==> src/rtl/pattern_valid_generator.sv <==
// Transmit-side valid-lane pattern generator for mainband valid training.
// Sends VALTRAIN words (4 iterations per 32-bit word) in long or short
// bursts under a start/done handshake, with serializer backpressure.
//
// state | meaning
// IDLE  | lane held low, waiting for a start with a legal mode
// SEND  | presenting pattern words, counting accepted words
// DONE  | one-cycle completion pulse, then back to IDLE
module pattern_valid_generator #(
  parameter logic [7:0] VALID_8BIT  = 8'b11110000,
  parameter int         LONG_ITERS  = 128,
  parameter int         SHORT_ITERS = 16,
  parameter int         CNT_W       = 6
) (
  input  logic             i_clk,
  input  logic             i_rst_n,
  input  logic             i_enable_128,
  input  logic             i_enable_cons,
  input  logic             i_start,
  input  logic             i_abort,
  input  logic             i_tx_ready,
  output logic [31:0]      o_tvld_l,
  output logic             o_tvld_valid,
  output logic             o_busy,
  output logic             o_done,
  output logic             o_mode_err,
  output logic [CNT_W-1:0] o_word_cnt
);

  typedef enum logic [1:0] {IDLE, SEND, DONE} state_t;

  localparam logic [31:0]      PATTERN   = {4{VALID_8BIT}};
  localparam logic [CNT_W-1:0] LONG_TGT  = CNT_W'(LONG_ITERS / 4);
  localparam logic [CNT_W-1:0] SHORT_TGT = CNT_W'(SHORT_ITERS / 4);

  state_t           state_q, state_d;
  logic [CNT_W-1:0] target_q, target_d;
  logic [CNT_W-1:0] cnt_d;
  logic [31:0]      tvld_d;
  logic             valid_d, busy_d, done_d, err_d;
  logic             mode_legal;
  logic [CNT_W-1:0] mode_tgt;
  logic             accept;
  logic             last_word;

  // Only one-hot enable combinations select a burst length.
  assign mode_legal = i_enable_128 ^ i_enable_cons;
  assign mode_tgt   = i_enable_128 ? LONG_TGT : SHORT_TGT;
  assign accept     = o_tvld_valid && i_tx_ready;
  // Pre-increment compare keeps the counter from ever passing the target.
  assign last_word  = (o_word_cnt == target_q - CNT_W'(1));

  // Next-state and next-output decode; every output is registered below.
  always_comb begin
    state_d  = state_q;
    target_d = target_q;
    cnt_d    = o_word_cnt;
    tvld_d   = '0;
    valid_d  = 1'b0;
    busy_d   = 1'b0;
    done_d   = 1'b0;
    err_d    = 1'b0;
    case (state_q)
      IDLE: begin
        if (i_start && !i_abort) begin
          if (mode_legal) begin
            state_d  = SEND;
            target_d = mode_tgt;
            cnt_d    = '0;
            tvld_d   = PATTERN;
            valid_d  = 1'b1;
            busy_d   = 1'b1;
          end else begin
            err_d = 1'b1;
          end
        end
      end
      SEND: begin
        if (i_abort) begin
          state_d = IDLE;
        end else if (accept && last_word) begin
          state_d = DONE;
          cnt_d   = target_q;
          done_d  = 1'b1;
        end else begin
          if (accept) cnt_d = o_word_cnt + CNT_W'(1);
          tvld_d  = PATTERN;
          valid_d = 1'b1;
          busy_d  = 1'b1;
        end
      end
      DONE: begin
        state_d = IDLE;
      end
      default: begin
        state_d = IDLE;
      end
    endcase
  end

  // State, latched target and registered outputs.
  always_ff @(posedge i_clk or negedge i_rst_n) begin
    if (!i_rst_n) begin
      state_q      <= IDLE;
      target_q     <= '0;
      o_word_cnt   <= '0;
      o_tvld_l     <= '0;
      o_tvld_valid <= 1'b0;
      o_busy       <= 1'b0;
      o_done       <= 1'b0;
      o_mode_err   <= 1'b0;
    end else begin
      state_q      <= state_d;
      target_q     <= target_d;
      o_word_cnt   <= cnt_d;
      o_tvld_l     <= tvld_d;
      o_tvld_valid <= valid_d;
      o_busy       <= busy_d;
      o_done       <= done_d;
      o_mode_err   <= err_d;
    end
  end

endmodule

==> config.mk <==
export PLATFORM = sky130hd
export DESIGN_NAME = pattern_valid_generator
export DESIGN_NICKNAME = d
export VERILOG_FILES = /design/src/rtl/pattern_valid_generator.sv
export SDC_FILE = /design/constraint.sdc
export NUM_CORES = 1
export LEC_CHECK = 0
export CORE_UTILIZATION = 40
export CTS_BUF_LIST = sky130_fd_sc_hd__clkbuf_4 sky130_fd_sc_hd__clkbuf_8
export DETAILED_ROUTE_END_ITERATION = 12
export MAX_ROUTING_LAYER = met4
export PLACE_DENSITY = 0.82
export SYNTH_ARGS = -nofsm -noshare
export SYNTH_HDL_FRONTEND = slang
export SYNTH_SLANG_ARGS = --single-unit
export TNS_END_PERCENT = 1
==> constraint.sdc <==
create_clock -name i_clk -period 3.25 [get_ports i_clk]
set_input_delay 0.975 -clock i_clk [delete_from_list [all_inputs] [get_ports i_clk]]
set_output_delay 0.975 -clock i_clk [all_outputs]
set_load 0.02 [all_outputs]
# Word-level counts from Yosys, hierarchy flattened
# Index checks and enable logic that the tools add are counted.
[word_totals]
regBits = 49
inputBits = 7
word_cells = 54
[classes]
add_sub_neg = 2
eq_ne = 7
mux = 28
bitwise = 1
reduce_logical = 9
[op_table]
columns = ["op", "count"]
rows = [
  ["32-bit 2-to-1 mux", 4],
  ["32-bit one-hot mux with 2 select lines", 1],
  ["6-bit 2-to-1 mux", 6],
  ["6-bit one-hot mux with 2 select lines", 1],
  ["1-bit 2-to-1 mux", 10],
  ["2-bit 2-to-1 mux", 4],
  ["6-bit by 1-bit adder with 6-bit output (second input constant)", 1],
  ["6-bit == test", 1],
  ["2-bit inequality test (second input constant)", 3],
  ["3-bit inequality test (second input constant)", 2],
  ["3-bit AND reduction", 2],
  ["6-bit by 1-bit subtractor with 6-bit output (second input constant)", 1],
  ["5-bit AND reduction", 1],
  ["2-bit one-hot mux with 2 select lines", 1],
  ["1-bit logical AND", 3],
  ["2-bit by 1-bit == test with 1-bit output (second input constant)", 1],
  ["2-bit zero test", 1],
  ["1-bit one-hot mux with 2 select lines", 1],
  ["2-bit nonzero test", 1],
  ["1-bit zero test", 1],
  ["1-bit bitwise XOR", 1],
]

# Logic depth before layout (Yosys ltp)
# Gate-level depths: netlist (run 1).
[logic_depth]
ltp_word = 6
depth_mapped = 5
mapped_depth_nobuf = 5

# Worst setup path after synthesis (run 1)
# Ideal clock, no wire load.
[synth_path]
path_kind = "input to register"
start = "in i_abort"
end = "reg o_word_cnt[4]"
setup_ns = 0.069
arrival_ns = 2.076
required_ns = 3.181
setup_slack_ns = 1.105
cell_stages = 5
path_buffers = 0
cell_sequence = "nor2_1 > and4_4 > a21oi_2 > or4_1 > nand3_1"
[synth_via]
elab_chain_cells = 4
[synth_rtl]
columns = ["element", "line", "rtl"]
rows = [
  ["start, declared", "20", "input logic i_abort,"],
  ["1-bit zero test", "65", "if (i_start && !i_abort) begin"],
  ["1-bit logical AND", "65", ""],
  ["2-bit inequality test (no line)", "n/a", ""],
  ["5-bit AND reduction (no line) *", "n/a", ""],
  ["end signal, assigned", "115", "o_word_cnt <= cnt_d;"],
  ["end, declared", "27", "output logic [CNT_W-1:0] o_word_cnt"],
]
# Every way passes the cells marked *; elsewhere a longest branch is shown, timed or not.
# A chain may end at the register's enable or synchronous reset.

# Worst setup path in the final report (run 1)
[layout_path]
start = "reg o_tvld_l[30]"
end = "out o_tvld_l[30]"
[layout_lines]
columns = ["element", "line", "rtl"]
rows = [
  ["start, declared", "22", "output logic [31:0] o_tvld_l,"],
  ["start signal, assigned", "116", "o_tvld_l <= tvld_d;"],
]
# No word-level cell between the ends.

==> results of run 1 <==
==> cells by family after synthesis <==
kind of cell               count (synthesis)  share of synthesized area [%]
and+or+nand+nor                           36                          22.93
other                                      1                         0.4067
DFF                                       13                          35.28
xor gates and xnor gates                   2                          1.900
buffers and inverters                     33                          26.87
AOI/OAI and AO/OA                         14                          9.770
muxes                                      1                          1.492
adders and majority gates                  1                          1.357
==> layer usage <==
layer | track usage [%] | vias up | routed length, µm
met5 | - | - | 0
met1 | 15.46 | 334 | 684
met3 | 2.469 | 4 | 152
met4 | 10.00 | 0 | 38
met2 | 26.89 | 46 | 913
li1 | - | 344 | -
==> layout make-up <==
type / instances / share of cell area [%]
Sequential cell: 13 / 29.15
Multi-Input combinational cell: 70 / 36.32
Timing Repair Buffer: 32 / 28.70
Tap cell: 28 / 3.139
Clock buffer: 4 / 2.691
==> sequential cells by signal, summed over array words and instances (netlist names) <==
signal,cells
o_done,1
o_word_cnt,6
target_q,2
state_q,2
o_tvld_l,1
o_mode_err,1
==> final timing paths <==
path,from,end,slack (ns),depth (start not counted)
setup / recovery,o_tvld_l[30],o_tvld_l[30],0.58,1
hold / removal,target_q[2],target_q[2],0.52,2
setup reg to reg,target_q[5],o_word_cnt[5],1.42,5
hold reg to reg,target_q[2],target_q[2],0.52,2
max in group asynchronous,i_rst_n,o_word_cnt[3],1.83,1
min in group asynchronous,i_rst_n,o_word_cnt[2],1.05,1
==> worst register-to-register path: cells and delay by family, from the launching register on <==
family	cells	cell delay, ns
flops	1	0.43
mux	1	0.33
xor+xnor	1	0.23
compound gates	1	0.11
simple gates	2	0.64
==> report_power, final <==
group	switching, mW	internal (mW)	leakage [nW]
Combinational	0.108	0.0915	0.284
Clock	0.0545	0.0561	0.0184
Sequential	0.0379	0.181	0.166
Total	0.200	0.329	0.469
==> per-stage QoR <==
step	power (mW)	hold slack (ns)	cell area (µm²)	std cells	worst slack, ns
floorplan	0.3648	0.4590	978.4	116	1.105
global placement	0.4159	0.4937	1086	143	0.5602
detailed placement	0.4218	0.4915	1086	143	0.4868
CTS	0.5309	0.5143	1116	147	0.5542
global route	0.5512	0.5514	1116	147	0.4917
finish	0.5287	0.5158	1116	147	0.5778
==> layout by cell type, fill, tap and decap left out, types with 2 or more instances in the layout <==
cell / count
nor3_1: 2
o21ai_0: 7
nand3_1: 7
dfrtp_1: 13
xor2_1: 2
nand2_1: 9
or4_1: 2
nor2_1: 5
clkbuf_4: 4
conb_1: 16
clkdlybuf4s50_1: 32
==> impl_metrics.json, run 1 <==
{
  "status": "finished, final reports clean",
  "max_freq_ghz": 0.3742,
  "grt_max_degree": 22,
  "clkTransAtPathRegs_ns": 0.08,
  "maxSlewHeadroom_pct": 62.14,
  "die_y_um": 50.02,
  "ys_async_sr_fraction_pct": 100.0,
  "cts_buffers": 3,
  "die_w_um": 50.02,
  "ys_ff_latch": 13,
  "vias_per_cell": 4.952,
  "synth_enable_flop_cells": 0,
  "cp.arrival_ns": 1.70,
  "core_area_um2": 2191,
  "register_area_um2": 325.3,
  "layout-drive-gt1-share_pct": 8.403,
  "wirelength_um": 1788,
  "dp.final_hpwl_um": 1366,
  "clk_latency_ns": 0.28,
  "cap_violations": 0,
  "clockRootBuffer": "clkbuf_4",
  "hold_buffers": 0,
  "wl_per_cell_um": 12.16,
  "gp_congestion": 0.7719,
  "post_cts_resized": 0,
  "cts_tree": "done",
  "numClockSinks": 13,
  "nNetsFinal": 128,
  "start_util_pct": 42.09,
  "ys_types": 30,
  "drtPass1Iterations": 4,
  "netlist.area_leader.share_pct": 35.28,
  "ir_worst_vdd_mv": 0.1984,
  "ios": 49,
  "overflow": 0,
  "synth_area_leaders": "dfrtp_1 35%, buf_4 27%, nand3_1 3.8%",
  "fin_crit_ns": 2.672,
  "cellPowerDensity_nw_per_um2": 473.7,
  "yosys-top-cells-count": "33 x buf_4, 13 x dfrtp_1, 9 x nand2_1",
  "ant_nets": 0,
  "htreeDepth": 1,
  "crit_fanout": 21,
  "cp.buffers_inverters": 1,
  "worst_clock_skew_ns": 0.002991,
  "yosys.cell_count.top_type": "buf_4",
  "grt_pass1_wl_um": 2746,
  "rows": 17,
  "critPathTopFamily": "buffers and inverters",
  "clk_path_buf_depth": 2,
  "post-route-period-util_pct": 82.22,
  "avgSynthCellArea_um2": 9.130,
  "antenna_found_initial": 0,
  "cp.required_ns": 2.27,
  "antennaDiodeCount": 0,
  "drtIter0Drc": 25,
  "grt_usage_pct": 15.32,
  "worst_pin_slew_ns": 0.5661,
  "hold_violations": 0,
  "syn_to_final_growth_pct": 21.03,
  "setup_viol": 0,
  "p_leak_nw": 0.4685,
  "slew_violations": 0,
  "grt_pass1_vias": 626,
  "fillers": 209,
  "drc": 0,
  "syn_inst": 101,
  "synth_top_area_cell": "dfrtp_1",
  "cp_slowest_cell": "clkdlybuf4s50_1",
  "hp-class": "flop to flop",
  "path_cells": "clkdlybuf4s50_1",
  "dieArea_um2": 2502,
  "syn_area_um2": 922.1,
  "io_buffers": 32,
  "cts_setup_buffers": 0,
  "multi_input_area_um2": 405.4,
  "via_count": 728,
  "critical-path-max-stage-delay_ns": 0.72,
  "criticalPathCategory": "flop to output pin",
  "finish.utilization_pct": 50.94,
  "synth_ff_type": "dfrtp_1",
  "yosys_warnings": 0,
  "setup.worst_path.end_class": "output pin",
  "seq_area_frac_synth_pct": 35.28,
  "start_kind": "flop",
  "rsz0062_at_grt": "no",
  "finalSetupTns_ns": 0
}
Note: power is estimated with default switching activity, not from simulation.
==> run 2, diff against run 1 <==
- CORE_UTILIZATION: 40 -> 36
- PLACE_DENSITY: 0.82 -> 0.78
- clock period: 3.25 -> 2.2 ns (I/O delays scaled with it)
==> run 2 against run 1 <==
Via count up 7.8%. Utilization down 0.052 points. Critical endpoint is now o_tvld_valid. Clock-buffer cell count unchanged. Register-to-register slack worse by 1.0 ns. Die area up 11%. Flip-flop and latch count unchanged. Largest cell class unchanged. Critical path type unchanged.
==> impl_metrics.json, run 2 (synthesis results as in run 1) <==
{
  "maxSlewHeadroom_pct": 62.30,
  "rr_startpoint": "o_word_cnt[5]",
  "setup_viol": 0,
  "syn_to_final_growth_pct": 27.95,
  "rr_endpoint": "o_word_cnt[5]",
  "critPathTopFamily": "buffers and inverters",
  "hp-class": "flop to flop",
  "cts_tree": "done",
  "hold_violations": 0,
  "criticalPathCategory": "flop to output pin",
  "grt_pass1_wl_um": 2787,
  "antennaDiodeCount": 0,
  "regToRegSetupSlack_ns": 0.39,
  "max_freq_ghz": 0.4729,
  "htreeDepth": 1,
  "clockRootBuffer": "clkbuf_4",
  "start_util_pct": 39.77,
  "overflow": 0,
  "cellPowerDensity_nw_per_um2": 667.9,
  "clk_latency_ns": 0.28,
  "cap_violations": 0,
  "cp.required_ns": 1.54,
  "start_kind": "flop",
  "drtPass1Iterations": 4,
  "grt_usage_pct": 15.05,
  "fillers": 208,
  "slew_violations": 0,
  "dp_worst_setup_slack_ns": -0.09550,
  "drtIter0Drc": 11,
  "final_common_cell": "clkdlybuf4s50_1",
  "setup.worst_path.end_class": "output pin",
  "cp.arrival_ns": 1.45,
  "fin_crit_ns": 2.114,
  "p_leak_nw": 0.5210,
  "core_area_um2": 2318,
  "post-route-period-util_pct": 96.11,
  "grt_pass1_vias": 637,
  "cts_buffers": 3,
  "wl_per_cell_um": 11.61,
  "ios": 49,
  "crit_fanout": 19,
  "timing.final.ws_setup_ns": 0.08551,
  "multi_input_area_um2": 405.4,
  "register_area_um2": 326.6,
  "rows": 17,
  "die_y_um": 52.61,
  "ir_worst_vdd_mv": 0.3473,
  "numClockSinks": 13,
  "holdPathStages": 2,
  "ant_nets": 0,
  "whs_endpoint": "target_q[2]",
  "clkTransAtPathRegs_ns": 0.08,
  "critical-path-max-stage-delay_ns": 0.66,
  "rsz0062_at_grt": "no",
  "dp.final_hpwl_um": 1434,
  "grt_max_degree": 20,
  "clk_path_buf_depth": 2,
  "io_buffers": 32,
  "via_count": 785,
  "worstRegToRegCells": 5,
  "worst_pin_slew_ns": 0.5637,
  "layout-drive-gt1-share_pct": 14.96,
  "worst_clock_skew_ns": 0.004420,
  "p_total_uw": 788.1,
  "dieArea_um2": 2768,
  "largest-register": "o_word_cnt",
  "path_cells": "clkdlybuf4s50_1",
  "drc": 0,
  "cp_slowest_cell": "clkdlybuf4s50_1",
  "antenna_found_initial": 0,
  "vias_per_cell": 5.065,
  "nNetsFinal": 136,
  "hp-start": "target_q[2]",
  "final_cell_mix": "31 x clkdlybuf4s50_1, 16 x conb_1, 12 x dfrtp_1",
  "timing.hold.ws_ns": 0.5277,
  "wirelength_um": 1799,
  "status": "finished, final reports clean",
  "gp_congestion": 0.7802,
  "largest_register_ffs": 6,
  "cp.buffers_inverters": 1,
  "largest_registers": "o_word_cnt x6, state_q x2, target_q x2",
  "die_w_um": 52.61
}
run 2: changes by cell type in the layout (fill, tap and decap cells not counted), sizes merged:
cell | previous run | this run
buf | 0 | 8
clkdlybuf4s50 | 32 | 31
dlymetal6s2s | 0 | 1
run 2: repair_timing:
| item | CTS | global route |
|---|---|---|
| buffers inserted | 0 | 0 |
| resized for setup | 1 | 1 |
| hold buffers | 0 | 0 |
| gates cloned | 0 | 0 |
| setup endpoints to repair | 18 | 1 |
run 2: routing by layer:
layer  up-vias  share of wire, %  GRT usage [%]  wire length (µm)
met3         6               6.5          2.899               117
li1        357                 -              -                 -
met2        45                49          23.84               883
met5         -                 0              -                 0
met4         0               3.7          12.72                67
met1       377                41          16.02               730
run 2: through the flow:
stage	utilization [%]	std cells	TNS [ns]	instance area, µm²
6_report	50.89	155	0	1180
5_1_grt	50.89	155	0	1180
4_1_cts	50.78	155	0	1177
3_5_place_dp	49.43	151	-0.2121	1146
3_3_place_gp	49.43	151	-0.1019	1146
2_1_floorplan	-	116	0	978.4
run 2: worst max-delay path by stage:
stage	slack, ns	cells after the start	from	end
3_5_place_dp	-0.1	6	i_abort	o_word_cnt[4]
2_1_floorplan	0.37	5	i_abort	o_word_cnt[4]
6_report	0.09	1	o_tvld_l[30]	o_tvld_valid
3_3_place_gp	-0.06	6	i_abort	o_word_cnt[4]
4_1_cts	0.06	1	o_tvld_l[30]	o_tvld_valid
5_1_grt	0.006	1	o_tvld_l[30]	o_tvld_l[21]
run 2: area by class of cell:
class | count | area share [%]
Clock buffer | 4 | 2.545
Multi-Input combinational cell | 70 | 34.36
Sequential cell | 13 | 27.68
Tap cell | 28 | 2.969
Timing Repair Buffer | 40 | 32.45
run 2: power by group:
group / total (mW) / internal, mW / switching, mW
Sequential: 0.320 / 0.268 / 0.0518
Combinational: 0.307 / 0.145 / 0.162
Clock: 0.162 / 0.0827 / 0.0793
==> run 3, diff against run 2 <==
- SETUP_SLACK_MARGIN: default -> 0.1
==> run 3 against run 2 <==
Largest cell class unchanged. Cell area fell by 0.11%. Die area did not move. Critical path depth did not move. Clock-buffer cell count did not move. Hold slack did not move. Clock skew did not move. Critical path type unchanged. Critical endpoint is now o_tvld_l[15]. Flip-flop and latch count did not move. Utilization fell by 0.054 points. Routed wire length did not move. Combinational power barely moved. Cell count did not move.
==> impl_metrics.json, run 3 (synthesis results as in run 1) <==
{
  "hold_violations": 0,
  "critical-path-max-stage-delay_ns": 0.66,
  "via_count": 785,
  "timing.hold.ws_ns": 0.5277,
  "cap_violations": 0,
  "cts_setup_buffers": 0,
  "cts_tree": "done",
  "criticalPathCategory": "flop to output pin",
  "wl_per_cell_um": 11.61,
  "die_w_um": 52.61,
  "clk_path_buf_depth": 2,
  "cp.required_ns": 1.54,
  "core_area_um2": 2318,
  "start_kind": "flop",
  "layout-drive-gt1-share_pct": 14.96,
  "gp_congestion": 0.7802,
  "syn_to_final_growth_pct": 27.82,
  "clockRootBuffer": "clkbuf_4",
  "wl_met1_um": 730,
  "grt_pass1_wl_um": 2787,
  "grt_usage_pct": 15.05,
  "worst_clock_skew_ns": 0.004420,
  "top_layer": "met4",
  "drtPass1Iterations": 4,
  "final_common_cell": "clkdlybuf4s50_1",
  "wl_met2_um": 883,
  "cts_buffers": 3,
  "critPathTopFamily": "buffers and inverters",
  "hp-class": "flop to flop",
  "drtIter0Drc": 11,
  "fin_area_um2": 1179,
  "numClockSinks": 13,
  "cp.buffers_inverters": 1,
  "ios": 49,
  "clk_latency_ns": 0.28,
  "setup_viol": 0,
  "status": "finished, final reports clean",
  "place_area_um2": 1146,
  "post-route-period-util_pct": 95.96,
  "htreeDepth": 1,
  "hold_buffers": 0,
  "p_leak_nw": 0.5246,
  "drc": 0,
  "dp.final_hpwl_um": 1434,
  "antennaDiodeCount": 0,
  "antenna_found_initial": 0,
  "slew_violations": 0,
  "crit_fanout": 19,
  "rows": 17,
  "largest_registers": "o_word_cnt x6, state_q x2, target_q x2",
  "die_y_um": 52.61,
  "grt_pass1_vias": 637,
  "ant_nets": 0,
  "rsz0062_at_grt": "yes",
  "final_cell_mix": "30 x clkdlybuf4s50_1, 16 x conb_1, 12 x dfrtp_1",
  "cp_slowest_cell": "clkdlybuf4s50_1",
  "dr_wl_met3_um": 117,
  "cp.arrival_ns": 1.45,
  "largest-register": "o_word_cnt",
  "grt_max_degree": 20,
  "path_cells": "clkdlybuf4s50_1",
  "largest_register_ffs": 6,
  "nNetsFinal": 136,
  "overflow": 0,
  "start_util_pct": 39.77,
  "vias_per_cell": 5.065,
  "io_buffers": 32,
  "cellPowerDensity_nw_per_um2": 667.5,
  "ir_worst_vdd_mv": 0.3473,
  "fillers": 209,
  "dieArea_um2": 2768,
  "maxSlewHeadroom_pct": 62.30,
  "wirelength_um": 1799,
  "setup.worst_path.end_class": "output pin",
  "fin_crit_ns": 2.111,
  "worst_pin_slew_ns": 0.5637,
  "clkTransAtPathRegs_ns": 0.08,
  "max_freq_ghz": 0.4737
}
==> run 3: changes by cell type in the layout (fill, tap and decap cells not counted), sizes merged <==
cell / change
clkdlybuf4s50: -1
dlygate4sd2: +1
==> run 3: per-stage QoR <==
stage               utilization [%]  TNS (ns)  setup WS, ns  instances  total power, mW
floorplan                         -         0        0.3701        116           0.5388
global placement              49.43   -0.1019      -0.06021        151           0.6261
detailed placement            49.43   -0.2121      -0.09550        151           0.6332
CTS                           50.73         0       0.06117        155           0.7947
global route                  50.84         0      0.007642        155           0.8305
finish                        50.84         0       0.08893        155           0.7867
==> run 3: repair_timing <==
action,CTS,global route
endpoints found under the hold margin,0,0
endpoints found under the setup margin,18,18
resized for setup,2,1
==> run 3: worst paths after layout <==
kind                       slack, ns           from             to  cells after the start
max                             0.09   o_tvld_l[30]   o_tvld_l[15]                      1
min                             0.53    target_q[2]    target_q[2]                      2
max reg2reg                     0.39  o_word_cnt[5]  o_word_cnt[5]                      5
min reg2reg                     0.53    target_q[2]    target_q[2]                      2
max in group asynchronous       1.06        i_rst_n   o_tvld_l[30]                      1
min in group asynchronous       0.74        i_rst_n  o_word_cnt[4]                      1
==> run 3: routing by layer <==
layer | track usage, % | up-vias
li1 | - | 357
met1 | 16.02 | 377
met2 | 23.84 | 45
met3 | 2.899 | 6
met4 | 12.72 | 0
met5 | - | -
==> run 3: worst min-delay path: cells and delay by family, from the launching register on <==
kind / cells / cell delay [ns]
flip-flops: 1 / 0.39
AND/OR/NAND/NOR: 2 / 0.12
==> run 3: final cells by class <==
class / instances / area, µm² / share of cell area (%)
Multi-Input combinational cell: 70 / 405.4 / 34.39
Timing Repair Buffer: 40 / 381.6 / 32.38
Sequential cell: 13 / 326.6 / 27.71
Tap cell: 28 / 35.03 / 2.972
Clock buffer: 4 / 30.03 / 2.548
==> run 3: where the power goes <==
| group | total, mW | switching, mW | internal [mW] |
|---|---|---|---|
| Sequential | 0.320 | 0.0517 | 0.268 |
| Combinational | 0.305 | 0.162 | 0.143 |
| Clock | 0.162 | 0.0793 | 0.0827 |
